--- src/rtl/seq_stage_controller_if.sv ---
// Handshake and datapath bundle between the Y86-64 sequencer and the
// fetch/decode/execute/memory/writeback blocks.
// master: the sequencer. slave: the datapath side (or a testbench).
interface seq_stage_controller_if #(
  parameter int CNT_W = 32
);
  // From fetch / execute / data memory
  logic [3:0]       icode;
  logic             instr_valid;
  logic             imem_error;
  logic             cnd;
  logic [63:0]      valC;
  logic [63:0]      valP;
  logic [63:0]      valM;
  logic             mem_ack;
  logic             dmem_error;
  logic             step;
  // From the sequencer
  logic [63:0]      pc;
  logic [4:0]       stage_en;
  logic             mem_req;
  logic [2:0]       stat;
  logic             halted;
  logic [CNT_W-1:0] retired;

  modport master (
    input  icode, instr_valid, imem_error, cnd, valC, valP, valM,
           mem_ack, dmem_error, step,
    output pc, stage_en, mem_req, stat, halted, retired
  );

  modport slave (
    output icode, instr_valid, imem_error, cnd, valC, valP, valM,
           mem_ack, dmem_error, step,
    input  pc, stage_en, mem_req, stat, halted, retired
  );
endinterface

--- src/rtl/seq_stage_controller.sv ---
// Multi-cycle sequencer for the Y86-64 sequential core.
// Owns PC, status and the retired-instruction counter; walks the stages
// with one-hot enables, handshakes data memory with a bounded wait, and
// stops the core on halt or fault.
// Optional build macro: SINGLE_STEP_EN -- adds a STALL state after each
// PC update that is released by a pulse on step.
module seq_stage_controller #(
  parameter logic [63:0] START_PC    = 64'd0,
  parameter int          MEM_TIMEOUT = 16,
  parameter int          CNT_W       = 32
) (
  input  logic                   clk,
  input  logic                   reset,
  seq_stage_controller_if.master bus
);

  localparam int TW = $clog2(MEM_TIMEOUT + 1);
  // Count value seen in the last MEMORY cycle that may still accept an ack
  localparam logic [TW-1:0] TO_LAST = TW'(MEM_TIMEOUT - 1);

  localparam logic [2:0] STAT_AOK = 3'd1;
  localparam logic [2:0] STAT_HLT = 3'd2;
  localparam logic [2:0] STAT_ADR = 3'd3;
  localparam logic [2:0] STAT_INS = 3'd4;

  typedef enum logic [2:0] {
    S_FETCH     = 3'd0,
    S_DECODE    = 3'd1,
    S_EXECUTE   = 3'd2,
    S_MEMORY    = 3'd3,
    S_WRITEBACK = 3'd4,
    S_PCUPD     = 3'd5,
    S_HALTED    = 3'd6,
    S_STALL     = 3'd7
  } state_t;

  // Stage whose enable bit sits at each position of stage_en
  localparam state_t STAGE_STATE [5] = '{S_FETCH, S_DECODE, S_EXECUTE, S_MEMORY, S_WRITEBACK};

  state_t           state_reg,   state_next;
  logic [63:0]      pc_reg,      pc_next;
  logic [2:0]       stat_reg,    stat_next;
  logic [CNT_W-1:0] retired_reg, retired_next;
  logic [TW-1:0]    mem_cnt_reg, mem_cnt_next;

  logic             is_mem;
  logic             step_in;
  logic [4:0]       stage_en_w;

  // Instructions that touch data memory: rmmovq, mrmovq, call, ret, pushq, popq
  assign is_mem = bus.icode inside {4'h4, 4'h5, 4'h8, 4'h9, 4'hA, 4'hB};

`ifdef SINGLE_STEP_EN
  assign step_in = bus.step;
`else
  // Without single-step the input has no effect
  logic step_unused;
  assign step_unused = bus.step;
  assign step_in     = 1'b0;
`endif

  // State and architectural registers; reset wins over every state
  always_ff @(posedge clk) begin
    if (reset) begin
      state_reg   <= S_FETCH;
      pc_reg      <= START_PC;
      stat_reg    <= STAT_AOK;
      retired_reg <= '0;
      mem_cnt_reg <= '0;
    end else begin
      state_reg   <= state_next;
      pc_reg      <= pc_next;
      stat_reg    <= stat_next;
      retired_reg <= retired_next;
      mem_cnt_reg <= mem_cnt_next;
    end
  end

  // Next-state, next-PC, status and memory wait counting
  always_comb begin
    state_next   = state_reg;
    pc_next      = pc_reg;
    stat_next    = stat_reg;
    retired_next = retired_reg;
    mem_cnt_next = '0;
    case (state_reg)
      S_FETCH: begin
        if (bus.imem_error) begin
          stat_next  = STAT_ADR;
          state_next = S_HALTED;
        end else if (!bus.instr_valid) begin
          stat_next  = STAT_INS;
          state_next = S_HALTED;
        end else if (bus.icode == 4'h0) begin
          stat_next  = STAT_HLT;
          state_next = S_HALTED;
        end else begin
          state_next = S_DECODE;
        end
      end
      S_DECODE:  state_next = S_EXECUTE;
      S_EXECUTE: state_next = S_MEMORY;
      S_MEMORY: begin
        if (!is_mem) begin
          state_next = S_WRITEBACK;
        end else if (bus.mem_ack) begin
          if (bus.dmem_error) begin
            stat_next  = STAT_ADR;
            state_next = S_HALTED;
          end else begin
            state_next = S_WRITEBACK;
          end
        end else if (mem_cnt_reg == TO_LAST) begin
          // Ran out of wait budget without an ack
          stat_next  = STAT_ADR;
          state_next = S_HALTED;
        end else begin
          mem_cnt_next = mem_cnt_reg + TW'(1);
        end
      end
      S_WRITEBACK: state_next = S_PCUPD;
      S_PCUPD: begin
        case (bus.icode)
          4'h8:    pc_next = bus.valC;
          4'h7:    pc_next = bus.cnd ? bus.valC : bus.valP;
          4'h9:    pc_next = bus.valM;
          default: pc_next = bus.valP;
        endcase
        retired_next = retired_reg + CNT_W'(1);
`ifdef SINGLE_STEP_EN
        state_next = S_STALL;
`else
        state_next = S_FETCH;
`endif
      end
      S_STALL: begin
        if (step_in) begin
          state_next = S_FETCH;
        end
      end
      S_HALTED: state_next = S_HALTED;
      default:  state_next = S_FETCH;
    endcase
  end

  // One enable per datapath stage, active only in its own state
  generate
    for (genvar gi = 0; gi < 5; gi++) begin : g_stage_en
      assign stage_en_w[gi] = (state_reg == STAGE_STATE[gi]);
    end
  endgenerate

  assign bus.stage_en = stage_en_w;
  assign bus.mem_req  = (state_reg == S_MEMORY) && is_mem;
  assign bus.pc       = pc_reg;
  assign bus.stat     = stat_reg;
  assign bus.halted   = (state_reg == S_HALTED);
  assign bus.retired  = retired_reg;

endmodule

--- src/flat_wrapper.sv ---
// flat-port wrapper written by rule: the top's interface ports become plain ports
module seq_stage_controller_flat 
#(
  parameter logic [63:0] START_PC    = 64'd0,
  parameter int          MEM_TIMEOUT = 16,
  parameter int          CNT_W       = 32
)
  (clk, reset, bus_icode, bus_instr_valid, bus_imem_error, bus_cnd, bus_valC, bus_valP, bus_valM, bus_mem_ack, bus_dmem_error, bus_step, bus_pc, bus_stage_en, bus_mem_req, bus_stat, bus_halted, bus_retired);
  seq_stage_controller_if #(.CNT_W(CNT_W)) bus_i ();
  input  logic clk;
  input  logic reset;
  input wire logic [$bits(bus_i.icode)-1:0] bus_icode;
  input wire logic [$bits(bus_i.instr_valid)-1:0] bus_instr_valid;
  input wire logic [$bits(bus_i.imem_error)-1:0] bus_imem_error;
  input wire logic [$bits(bus_i.cnd)-1:0] bus_cnd;
  input wire logic [$bits(bus_i.valC)-1:0] bus_valC;
  input wire logic [$bits(bus_i.valP)-1:0] bus_valP;
  input wire logic [$bits(bus_i.valM)-1:0] bus_valM;
  input wire logic [$bits(bus_i.mem_ack)-1:0] bus_mem_ack;
  input wire logic [$bits(bus_i.dmem_error)-1:0] bus_dmem_error;
  input wire logic [$bits(bus_i.step)-1:0] bus_step;
  output wire logic [$bits(bus_i.pc)-1:0] bus_pc;
  output wire logic [$bits(bus_i.stage_en)-1:0] bus_stage_en;
  output wire logic [$bits(bus_i.mem_req)-1:0] bus_mem_req;
  output wire logic [$bits(bus_i.stat)-1:0] bus_stat;
  output wire logic [$bits(bus_i.halted)-1:0] bus_halted;
  output wire logic [$bits(bus_i.retired)-1:0] bus_retired;
  assign bus_i.icode = bus_icode;
  assign bus_i.instr_valid = bus_instr_valid;
  assign bus_i.imem_error = bus_imem_error;
  assign bus_i.cnd = bus_cnd;
  assign bus_i.valC = bus_valC;
  assign bus_i.valP = bus_valP;
  assign bus_i.valM = bus_valM;
  assign bus_i.mem_ack = bus_mem_ack;
  assign bus_i.dmem_error = bus_dmem_error;
  assign bus_i.step = bus_step;
  assign bus_pc = bus_i.pc;
  assign bus_stage_en = bus_i.stage_en;
  assign bus_mem_req = bus_i.mem_req;
  assign bus_stat = bus_i.stat;
  assign bus_halted = bus_i.halted;
  assign bus_retired = bus_i.retired;
  seq_stage_controller #(.START_PC(START_PC), .MEM_TIMEOUT(MEM_TIMEOUT), .CNT_W(CNT_W)) u_core (.clk(clk), .reset(reset), .bus(bus_i));
endmodule
--- config.mk ---
export PLATFORM = sky130hd
export DESIGN_NAME = seq_stage_controller_flat
export DESIGN_NICKNAME = d
export VERILOG_FILES = /design/src/rtl/seq_stage_controller_if.sv /design/src/rtl/seq_stage_controller.sv /design/src/flat_wrapper.sv
export SDC_FILE = /design/constraint.sdc
export NUM_CORES = 1
export LEC_CHECK = 0
export CAP_MARGIN = 10
export CORE_MARGIN = 4
export CORE_UTILIZATION = 38
export CTS_CLUSTER_SIZE = 28
export DETAILED_ROUTE_END_ITERATION = 16
export PLACE_DENSITY_LB_ADDON = 0.15
export SLEW_MARGIN = 30
export SYNTH_ARGS = -nofsm -noshare
export SYNTH_HDL_FRONTEND = slang
export SYNTH_SLANG_ARGS = --single-unit
--- constraint.sdc ---
create_clock -name clk -period 2.4 [get_ports clk]
set_input_delay 0.24 -clock clk [delete_from_list [all_inputs] [get_ports clk]]
set_output_delay 0.24 -clock clk [all_outputs]
set_load 0.02 [all_outputs]
Word-level counts from Yosys, hierarchy flattened
Index checks and enable logic that the tools add are counted.
{"block": "word_totals", "regBits": 107, "latch_bits": 0, "mem_bits_rw": 0, "mem_bits_ro": 0, "input_bits": 204, "wordCells": 56, "memories": 0}
{"block": "classes", "add_sub_neg": 2, "n_mul": 0, "div": 0, "n_lt_le_gt_ge": 0, "n_eq_ne": 20, "n_shift": 0, "n_mux": 18, "n_bitwise": 3, "n_reduce_logical": 8}
{"operator": "64-bit case mux with 3 select lines", "count": 1}
{"operator": "64-bit 2-to-1 mux", "count": 1}
{"operator": "3-bit 2-to-1 mux", "count": 13}
{"operator": "32-bit by 1-bit adder with 32-bit output (second input constant)", "count": 1}
{"operator": "3-bit case mux with 7 select lines", "count": 1}
{"operator": "4-bit == test (second input constant)", "count": 4}
{"operator": "3-bit == test (second input constant)", "count": 4}
{"operator": "4-bit by 3-bit == test with 1-bit output (second input constant)", "count": 3}
{"operator": "3-bit by 2-bit == test with 1-bit output (second input constant)", "count": 2}
{"operator": "3-bit case mux with 2 select lines", "count": 1}
{"operator": "6-bit nonzero test", "count": 1}
{"operator": "5-bit by 1-bit adder with 5-bit output (second input constant)", "count": 1}
{"operator": "5-bit by 4-bit == test with 1-bit output (second input constant)", "count": 1}
{"operator": "5-bit AND reduction", "count": 1}
{"operator": "5-bit OR reduction", "count": 1}
{"operator": "4-bit logical NOT", "count": 1}
{"operator": "4-bit by 3-bit != test with 1-bit output (second input constant)", "count": 1}
{"operator": "4-bit != test (second input constant)", "count": 1}
{"operator": "3-bit by 1-bit == test with 1-bit output (second input constant)", "count": 1}
{"operator": "3-bit logical NOT", "count": 1}
{"operator": "3-bit by 2-bit != test with 1-bit output (second input constant)", "count": 1}
{"operator": "3-bit != test (second input constant)", "count": 1}
{"operator": "1-bit NOT", "count": 3}
{"operator": "2-bit 2-to-1 mux", "count": 1}
{"operator": "4 further kinds", "count": 4}

Depth between registers and ports, before layout
Gate-level depths: netlist (run 1).
{"block": "depth", "word_depth": 5, "mapped_depth": 7, "depth_no_buf": 6}

Least setup slack after synthesis (run 1)
No wires, ideal clock.
{"block": "synth_timing", "path_kind": "register -> register", "startpoint": "register u_core.retired_reg[10], in the netlist u_core.bus.retired[10]", "endpoint": "register u_core.retired_reg[29], in the netlist u_core.bus.retired[29]", "arrival_time_ps": 1795, "setup_slack_ps": 484, "stages_incl_launch_ff": 7, "n_path_buf": 2, "period_less_slack_ps": 1916, "path_cell_list": "dfxtp_1 > and4_1 > buf_2 > nand4_2 > buf_2 > nor4_2 > mux2_2"}
{"block": "synth_between", "elab_chain_len": 1}
{"item": "start: declaration", "line": "seq_stage_controller.sv:43", "text": "logic [CNT_W-1:0] retired_reg, retired_next;"}
{"item": "start signal: assignment", "line": "seq_stage_controller.sv:74", "text": "retired_reg <= retired_next;"}
{"item": "32-bit by 1-bit adder with 32-bit output", "line": "seq_stage_controller.sv:129", "text": "retired_next = retired_reg + CNT_W'(1);"}
Every way passes these cells.
A chain may end at the register's enable or synchronous reset.

Worst setup path in the final report (run 1)
{"block": "layout_timing", "startpoint": "register u_core.state_reg[1]", "endpoint": "output bus_mem_req"}
{"block": "layout_between", "elab_chain_len": 2}
{"item": "start: declaration", "line": "seq_stage_controller.sv:40", "text": "state_t state_reg, state_next;"}
{"item": "start signal: assignment", "line": "seq_stage_controller.sv:71", "text": "state_reg <= state_next;"}
{"item": "3-bit by 2-bit == test with 1-bit output", "line": "seq_stage_controller.sv:154", "text": "assign bus.mem_req = (state_reg == S_MEMORY) && is_mem;"}
{"item": "1-bit logical AND", "line": "seq_stage_controller.sv:154"}
{"item": "end: declaration", "line": "flat_wrapper.sv:24", "text": "output wire logic [$bits(bus_i.mem_req)-1:0] bus_mem_req;"}
Every way passes these cells.

==> impl_metrics.py, run 1 <==
metrics = {
    "critical_path": {
        "worst_ep_required_time_ns": 2.16,
        "end_kind": "output port",
        "crit_family": "buffers and inverters",
        "slowest_delay_ns": 0.62,
        "crit_cells": 4,
        "reg2regPathDepth": 4,
        "slowest_stage": "clkdlybuf4s50_1",
        "path_max_fanout": 11,
        "cp_num_buf_inv": 2,
        "worstSetupPathType": "reg2out",
        "critPathLaunchType": "flip-flop",
        "path_cells": "and3b_1, o21ai_1, inv_1, clkdlybuf4s50_1",
        "cp.arrival_ns": 1.99,
    },
    "final_layout": {
        "finalNetCount": 1099,
        "instances_no_fill": 1074,
        "syn2layout_area_growth_pct": 70.01,
        "final_common_cell": "clkdlybuf4s50_1",
        "final-seq-area_mm2": 0.002142,
        "fill_cells": 1092,
        "largest_reg_flops": 64,
        "final_cell_mix": "clkdlybuf4s50_1 (307), dfxtp_1 (107), nand2_1 (77)",
        "multiInputGateArea_mm2": 0.002723,
        "final_layout_size_suffix_gt1_frac": 0.05357,
    },
    "min_path": {
        "min_path_cells": 2,
        "hp-class": "in2reg",
    },
    "synthesis": {
        "syn_avg_cell_area_um2": 8.378,
        "synthCells": 612,
        "netlist_area_mm2": 0.005127,
        "yosys_warnings": 0,
        "synthDistinctLibCells": 50,
        "synth_flop_cell": "dfxtp_1",
        "syn-num-nets": 819,
        "ys_ff_latch": 107,
        "synth_top_area_cell": "dfxtp_1",
        "synth_edf_count": 0,
        "synth_area_leaders": "dfxtp_1 (42%), a221oi_1 (11%), a21oi_1 (7.0%)",
        "async_flop_share": 0,
        "synth_top_area_share": 0.4178,
        "yosysSeqAreaShare": 0.4178,
    },
    "placement": {
        "place_congestion": 0.9036,
        "dp_cells": 1057,
        "place_hpwl_um": 15340,
        "io_buffers": 308,
    },
    "global_route": {
        "grt_pass1_vias": 5969,
        "grt_first_pass_wirelength_um": 30360,
        "grt_max_degree": 65,
        "grt_usage": 0.2544,
        "overflow": 0,
        "antenna_found_initial": 3,
    },
    "detailed_routing": {
        "wl_per_cell_um": 18.83,
        "drt_pass1_iterations": 5,
        "via_per_inst": 5.639,
        "dr_total_vias": 6056,
        "drc_errors": 0,
        "drt-total-wl_um": 20220,
        "first_iter_violations": 488,
        "postRouteAntennaNets": 0,
    },
    "timing": {
        "fin_skew_ns": 0.007809,
        "min_period_ns": 2.234,
        "rsz0062_at_grt": "false",
        "fmax_mhz": 447.6,
        "report.final.slew_viol_count": 0,
        "period_share": 0.9309,
        "tns_ns": 0,
        "slew_headroom": 0.6298,
        "worst_pin_slew_ns": 0.5553,
        "hold_viol_final": 0,
        "finalSetupViolCount": 0,
    },
    "floorplanning": {
        "rows": 42,
        "core_area_mm2": 0.01324,
        "start_util": 0.3872,
        "die_area_mm2": 0.01542,
        "io_pins": 310,
        "die_x_um": 124.2,
        "die_y_um": 124.2,
    },
    "clock_tree": {
        "root_buffer": "clkbuf_16",
        "clkSlewWorstSetupHoldPaths_ns": 0.07,
        "cts.hold.buffers_added": 0,
        "cts_resized": 0,
        "ctsHtreeMaxLevel": 3,
        "cts_tree": "done",
        "cts.sinks": 107,
        "cts.path.max_buffers": 2,
        "clk_latency_ns": 0.35,
        "numCtsBuffers": 9,
        "post-cts-setup-buffers": 0,
    },
    "power": {
        "p_per_area_mw_per_mm2": 554.6,
        "finalPower_mw": 4.835,
        "p_leak_nw": 3.267,
        "peakVddDrop_v": 0.0003882,
    },
    "run_status": {
        "status": "complete, no violations",
    },
    "job": {
        "drv_cap": 0,
    },
}
-- worst reg2reg max path, cell delays in order (launching register included) --
cell and delay, ns:
dfxtp_1 0.47, and4b_1 0.51, nand2_2 0.26, nor4_1 0.37
mux2_2 0.37
-- cell families after synthesis --
family                     after synthesis  synth area share
buffers and inverters                   62           0.05320
AOI/OAI and AO/OA                      242            0.3121
muxes                                    2          0.004392
DFF                                    107            0.4178
and+or+nand+nor                        186            0.1881
xor gates and xnor gates                10           0.01708
adders and majority gates                3          0.007321
-- stage by stage --
stage                       util  instance area, um^2  hold slack [ns]  setup WS (ns)
after floorplan                -                 5127           0.3786         0.4843
after global placement    0.6332                 8386           0.4276         0.2178
after detailed placement  0.6332                 8386           0.4559         0.1806
after CTS                 0.6579                 8712           0.3555         0.1687
after global routing      0.6583                 8717           0.3965        0.02423
final                     0.6583                 8717           0.3621         0.1659
-- cells in the mapped netlist, types with 2 or more instances --
library cell / number
o41ai_1: 3
o21ai_0: 57
dfxtp_1: 107
nor2_1: 27
o31ai_1: 14
or4_1: 15
a211oi_1: 13
and3b_1: 2
nor4_1: 5
o21a_1: 3
clkbuf_1: 31
or3_1: 4
nand4_2: 4
and4_1: 5
buf_4: 3
nor2b_1: 6
a221oi_1: 64
nor3_1: 3
nand2_1: 78
ha_1: 3
a21oi_1: 72
mux2_2: 2
a21o_1: 2
nand3_1: 8
buf_2: 17
inv_1: 10
o31a_1: 2
or2_2: 3
xor2_1: 7
o311ai_0: 3
and3_1: 8
nand4_1: 9
nand2_2: 2
and2_1: 2
xnor2_1: 3
-- where the power goes --
group	total (mW)	internal [mW]	switching [mW]
Combinational	1.23	0.662	0.565
Clock	1.63	0.966	0.665
Sequential	1.98	1.89	0.0829
Total	4.83	3.52	1.31
-- metal layers --
metal | global-route usage | share of wire | vias up | wire length [um]
li1 | - | - | 2889 | -
met1 | 0.2818 | 0.37 | 2825 | 7488
met2 | 0.4355 | 0.49 | 292 | 10010
met3 | 0.09673 | 0.093 | 48 | 1883
met4 | 0.1088 | 0.041 | 2 | 828
met5 | 0 | 0.00064 | - | 13
-- cell type report --
type	instances	share of cell area
timing repair buffer	321	0.3743
multi-input combinational	443	0.3123
sequential	107	0.2457
clock buffer	11	0.02899
tap	176	0.02526
clock inverter	4	0.008468
inverter	10	0.004306
antenna	2	0.0005741
-- final timing paths --
kind	startpoint	end	slack [ns]
setup / recovery	u_core.state_reg[1]	bus_mem_req	0.17
setup reg to reg	u_core.state_reg[2]	u_core.bus.retired[19]	0.31
hold reg to reg	u_core.mem_cnt_reg[0]	u_core.mem_cnt_reg[0]	0.46
hold / removal	reset	u_core.bus.retired[2]	0.36
Note: power is estimated with default switching activity, not from simulation.
==> inputs of run 2 (changes only) <==
- PLACE_DENSITY: default -> 0.82
- PLACE_DENSITY_LB_ADDON: 0.15 -> default
- SLEW_MARGIN: 30 -> 10
==> impl_metrics.py, run 2 (same netlist as run 1, synthesis figures left out) <==
metrics = {
    "detailed_routing": {
        "postRouteAntennaNets": 0,
        "drt-total-wl_um": 20930,
        "drt_pass1_iterations": 6,
        "dr_total_vias": 6023,
        "via_per_inst": 5.577,
        "drc_errors": 0,
        "first_iter_violations": 483,
        "wl_per_cell_um": 19.38,
    },
    "critical_path": {
        "endpoint": "bus_mem_req",
        "crit_family": "buffers and inverters",
        "path_cells": "clkdlybuf4s50_1, nor3b_1, o21ai_1, inv_1, clkdlybuf4s50_1",
        "end_kind": "output port",
        "cp_num_buf_inv": 3,
        "rr_endpoint": "u_core.bus.retired[11]",
        "cp.arrival_ns": 1.92,
        "slowest_stage": "clkdlybuf4s50_1",
        "cpMostUsedCell": "clkdlybuf4s50_1",
        "reg2regPathDepth": 5,
        "critPathLaunchType": "primary input",
        "r2r_start": "u_core.bus.retired[3]",
        "slowest_delay_ns": 0.61,
        "path_max_fanout": 6,
        "reg2reg_setup_slack_ns": 0.37,
        "startpoint": "bus_icode[3]",
        "worstSetupPathType": "in2out",
        "worst_ep_required_time_ns": 2.16,
        "crit_cells": 5,
    },
    "clock_tree": {
        "post-cts-setup-buffers": 0,
        "root_buffer": "clkbuf_16",
        "cts_resized": 0,
        "ctsHtreeMaxLevel": 3,
        "cts.hold.buffers_added": 0,
        "cts_tree": "done",
        "cts.sinks": 107,
        "numCtsBuffers": 9,
        "clkSlewWorstSetupHoldPaths_ns": 0.07,
        "cts.path.max_buffers": 2,
        "clk_latency_ns": 0.35,
    },
    "global_route": {
        "overflow": 0,
        "grt_max_degree": 48,
        "antenna_found_initial": 4,
        "grt_pass1_vias": 5552,
        "grt_first_pass_wirelength_um": 30620,
        "grt_usage": 0.2614,
    },
    "timing": {
        "tns_ns": 0,
        "min_period_ns": 2.158,
        "holdWs_ns": 0.2562,
        "fmax_mhz": 463.3,
        "period_share": 0.8993,
        "slew_headroom": 0.6881,
        "worst_pin_slew_ns": 0.4560,
        "finalSetupViolCount": 0,
        "layout_setup_ws_ns": 0.2416,
        "report.final.slew_viol_count": 0,
        "hold_viol_final": 0,
        "rsz0062_at_grt": "false",
        "fin_skew_ns": 0.007032,
    },
    "final_layout": {
        "fin_area_mm2": 0.008717,
        "syn2layout_area_growth_pct": 70.01,
        "fill_cells": 1138,
        "final_cell_mix": "clkdlybuf4s50_1 (307), dfxtp_1 (107), nand2_1 (77)",
        "fin_util": 0.6583,
        "final_common_cell": "clkdlybuf4s50_1",
        "instances_no_fill": 1080,
        "final_layout_size_suffix_gt1_frac": 0.05889,
        "finalNetCount": 1103,
        "largest_reg_flops": 64,
    },
    "floorplanning": {
        "core_area_mm2": 0.01324,
        "die_y_um": 124.2,
        "die_area_mm2": 0.01542,
        "die_x_um": 124.2,
        "rows": 42,
        "start_util": 0.3872,
        "io_pins": 310,
    },
    "placement": {
        "dp_slack_ns": 0.1829,
        "io_buffers": 308,
        "place_hpwl_um": 15600,
        "place_congestion": 0.9061,
        "detailed_place.area_mm2": 0.008391,
        "dp_cells": 1061,
    },
    "power": {
        "p_per_area_mw_per_mm2": 553.2,
        "finalPower_mw": 4.823,
        "p_leak_nw": 3.272,
        "peakVddDrop_v": 0.0003599,
    },
    "run_status": {
        "status": "complete, no violations",
    },
    "min_path": {
        "hp-class": "in2reg",
    },
    "job": {
        "drv_cap": 0,
    },
}
run 2: report_power, final:
group	switching (mW)	internal [mW]	leakage, nW
Clock	0.688	0.935	0.154
Sequential	0.0789	1.89	0.867
Combinational	0.565	0.663	2.25
Total	1.33	3.49	3.27
run 2: cell type report:
cell class | instances | area [um^2] | area share
Antenna cell | 4 | 10.01 | 0.001148
Clock inverter | 5 | 77.57 | 0.008899
Inverter | 10 | 37.54 | 0.004306
Multi-Input combinational cell | 443 | 2723 | 0.3123
Sequential cell | 107 | 2142 | 0.2457
Tap cell | 176 | 220.2 | 0.02526
Timing Repair Buffer | 325 | 3268 | 0.3749
Clock buffer | 10 | 239.0 | 0.02741
run 2: worst min path at each step:
stage / start / endpoint / slack, ns / cells after the start
3_3_place_gp: u_core.mem_cnt_reg[0] / u_core.mem_cnt_reg[0] / 0.43 / 1
5_1_grt: reset / u_core.bus.retired[5] / 0.27 / 2
4_1_cts: reset / u_core.bus.retired[5] / 0.25 / 2
6_report: reset / u_core.bus.retired[5] / 0.26 / 2
2_1_floorplan: bus_valP[17] / u_core.bus.pc[17] / 0.38 / 2
3_5_place_dp: u_core.mem_cnt_reg[0] / u_core.mem_cnt_reg[0] / 0.45 / 1
run 2: layer usage:
| layer | vias up | part of all wire | GRT usage |
|---|---|---|---|
| li1 | 2903 | - | - |
| met1 | 2819 | 0.38 | 0.3121 |
| met2 | 263 | 0.50 | 0.4280 |
| met3 | 38 | 0.086 | 0.07811 |
| met4 | 0 | 0.037 | 0.1280 |
| met5 | - | 0 | 0 |
==> inputs of run 3 (changes only) <==
- CORE_ASPECT_RATIO: default -> 0.9
==> impl_metrics.py, run 3 (same netlist as run 1, synthesis figures left out) <==
metrics = {
    "clock_tree": {
        "clkSlewWorstSetupHoldPaths_ns": 0.07,
        "root_buffer": "clkbuf_16",
        "numCtsBuffers": 9,
        "cts_resized": 0,
        "clk_latency_ns": 0.34,
        "cts.hold.buffers_added": 0,
        "cts_tree": "done",
        "post-cts-setup-buffers": 0,
        "cts.path.max_buffers": 2,
        "ctsHtreeMaxLevel": 3,
        "cts.sinks": 107,
    },
    "global_route": {
        "grt_first_pass_wirelength_um": 30480,
        "grt_max_degree": 65,
        "antenna_found_initial": 3,
        "overflow": 0,
        "use_met2": 0.4032,
        "grt_util_met3": 0.07262,
        "use_met1": 0.3119,
        "grt_usage": 0.2486,
        "top_usage_layer": "met2",
        "grt_pass1_vias": 5660,
    },
    "final_layout": {
        "final_cell_mix": "clkdlybuf4s50_1 (307), dfxtp_1 (107), nand2_1 (77)",
        "final_common_cell": "clkdlybuf4s50_1",
        "final_layout_size_suffix_gt1_frac": 0.05759,
        "fin_area_mm2": 0.008682,
        "largest_reg_flops": 64,
        "fin_util": 0.6714,
        "finalNetCount": 1105,
        "syn2layout_area_growth_pct": 69.33,
    },
    "timing": {
        "tns_ns": 0,
        "finalSetupViolCount": 0,
        "period_share": 0.9336,
        "report.final.slew_viol_count": 0,
        "slew_headroom": 0.6633,
        "fmax_mhz": 446.3,
        "min_period_ns": 2.241,
        "fin_skew_ns": 0.009535,
        "worst_pin_slew_ns": 0.5050,
        "rsz0062_at_grt": "false",
        "hold_viol_final": 0,
    },
    "floorplanning": {
        "io_pins": 310,
        "core_area_mm2": 0.01293,
        "die_x_um": 130.4,
        "start_util": 0.3965,
        "rows": 39,
        "die_area_mm2": 0.01542,
        "die_y_um": 118.2,
    },
    "critical_path": {
        "worstSetupPathType": "reg2out",
        "crit_cells": 4,
        "critPathLaunchType": "flip-flop",
        "worst_ep_required_time_ns": 2.16,
        "cp.arrival_ns": 2.00,
        "path_max_fanout": 11,
        "end_kind": "output port",
        "reg2regPathDepth": 4,
        "cp_num_buf_inv": 2,
        "slowest_delay_ns": 0.59,
        "path_cells": "and3b_1, o21ai_1, inv_1, clkdlybuf4s50_1",
        "crit_family": "buffers and inverters",
        "slowest_stage": "clkdlybuf4s50_1",
    },
    "run_status": {
        "status": "complete, no violations",
    },
    "detailed_routing": {
        "drt-total-wl_um": 20260,
        "drt_pass1_iterations": 4,
        "via_per_inst": 5.572,
        "first_iter_violations": 441,
        "drc_errors": 0,
        "wl_per_cell_um": 18.93,
        "dr_total_vias": 5962,
        "postRouteAntennaNets": 0,
    },
    "min_path": {
        "min_path_cells": 2,
        "hp-class": "in2reg",
    },
    "placement": {
        "place_hpwl_um": 15440,
        "detailed_place.area_mm2": 0.008378,
        "place_congestion": 0.8567,
        "io_buffers": 308,
    },
    "power": {
        "peakVddDrop_v": 0.0003027,
        "p_per_area_mw_per_mm2": 542.4,
        "p_leak_nw": 3.263,
    },
    "job": {
        "drv_cap": 0,
    },
}
[run 3: power breakdown]
group / internal [mW] / switching [mW] / total (mW)
clock network: 0.845 / 0.673 / 1.52
registers: 1.89 / 0.0743 / 1.97
logic: 0.662 / 0.561 / 1.22
[run 3: stage by stage]
step | hold WS (ns) | cells | worst slack [ns] | power [mW]
after global placement | 0.4319 | 1051 | 0.2575 | 3.217
after detailed placement | 0.4427 | 1051 | 0.2311 | 3.229
final | 0.3718 | 1070 | 0.1593 | 4.709
after CTS | 0.3530 | 1067 | 0.1834 | 4.745
after global routing | 0.3852 | 1070 | 0.03524 | 4.906
after floorplan | 0.3786 | 612 | 0.4843 | 2.504
[run 3: cell type report]
type	instances	area, um^2
Antenna cell	3	7.507
Clock buffer	13	250.2
Clock inverter	3	46.29
Fill cell	1077	4249
Inverter	10	37.54
Multi-Input combinational cell	443	2723
Sequential cell	107	2142
Tap cell	164	205.2
Timing Repair Buffer	327	3271
[run 3: worst paths after layout]
check	slack [ns]	start	to
worst max register to register	0.41	u_core.state_reg[2]	u_core.bus.retired[19]
worst min-delay path	0.37	reset	u_core.bus.retired[14]
worst max-delay path	0.16	u_core.state_reg[1]	bus_mem_req
worst min register to register	0.45	u_core.bus.stat[1]	u_core.bus.stat[1]
[run 3: metal layers]
| metal | part of all wire | routed length (um) |
|---|---|---|
| met2 | 0.47 | 9573 |
| met5 | 0 | 0 |
| met3 | 0.081 | 1638 |
| met4 | 0.033 | 665 |
| met1 | 0.41 | 8379 |
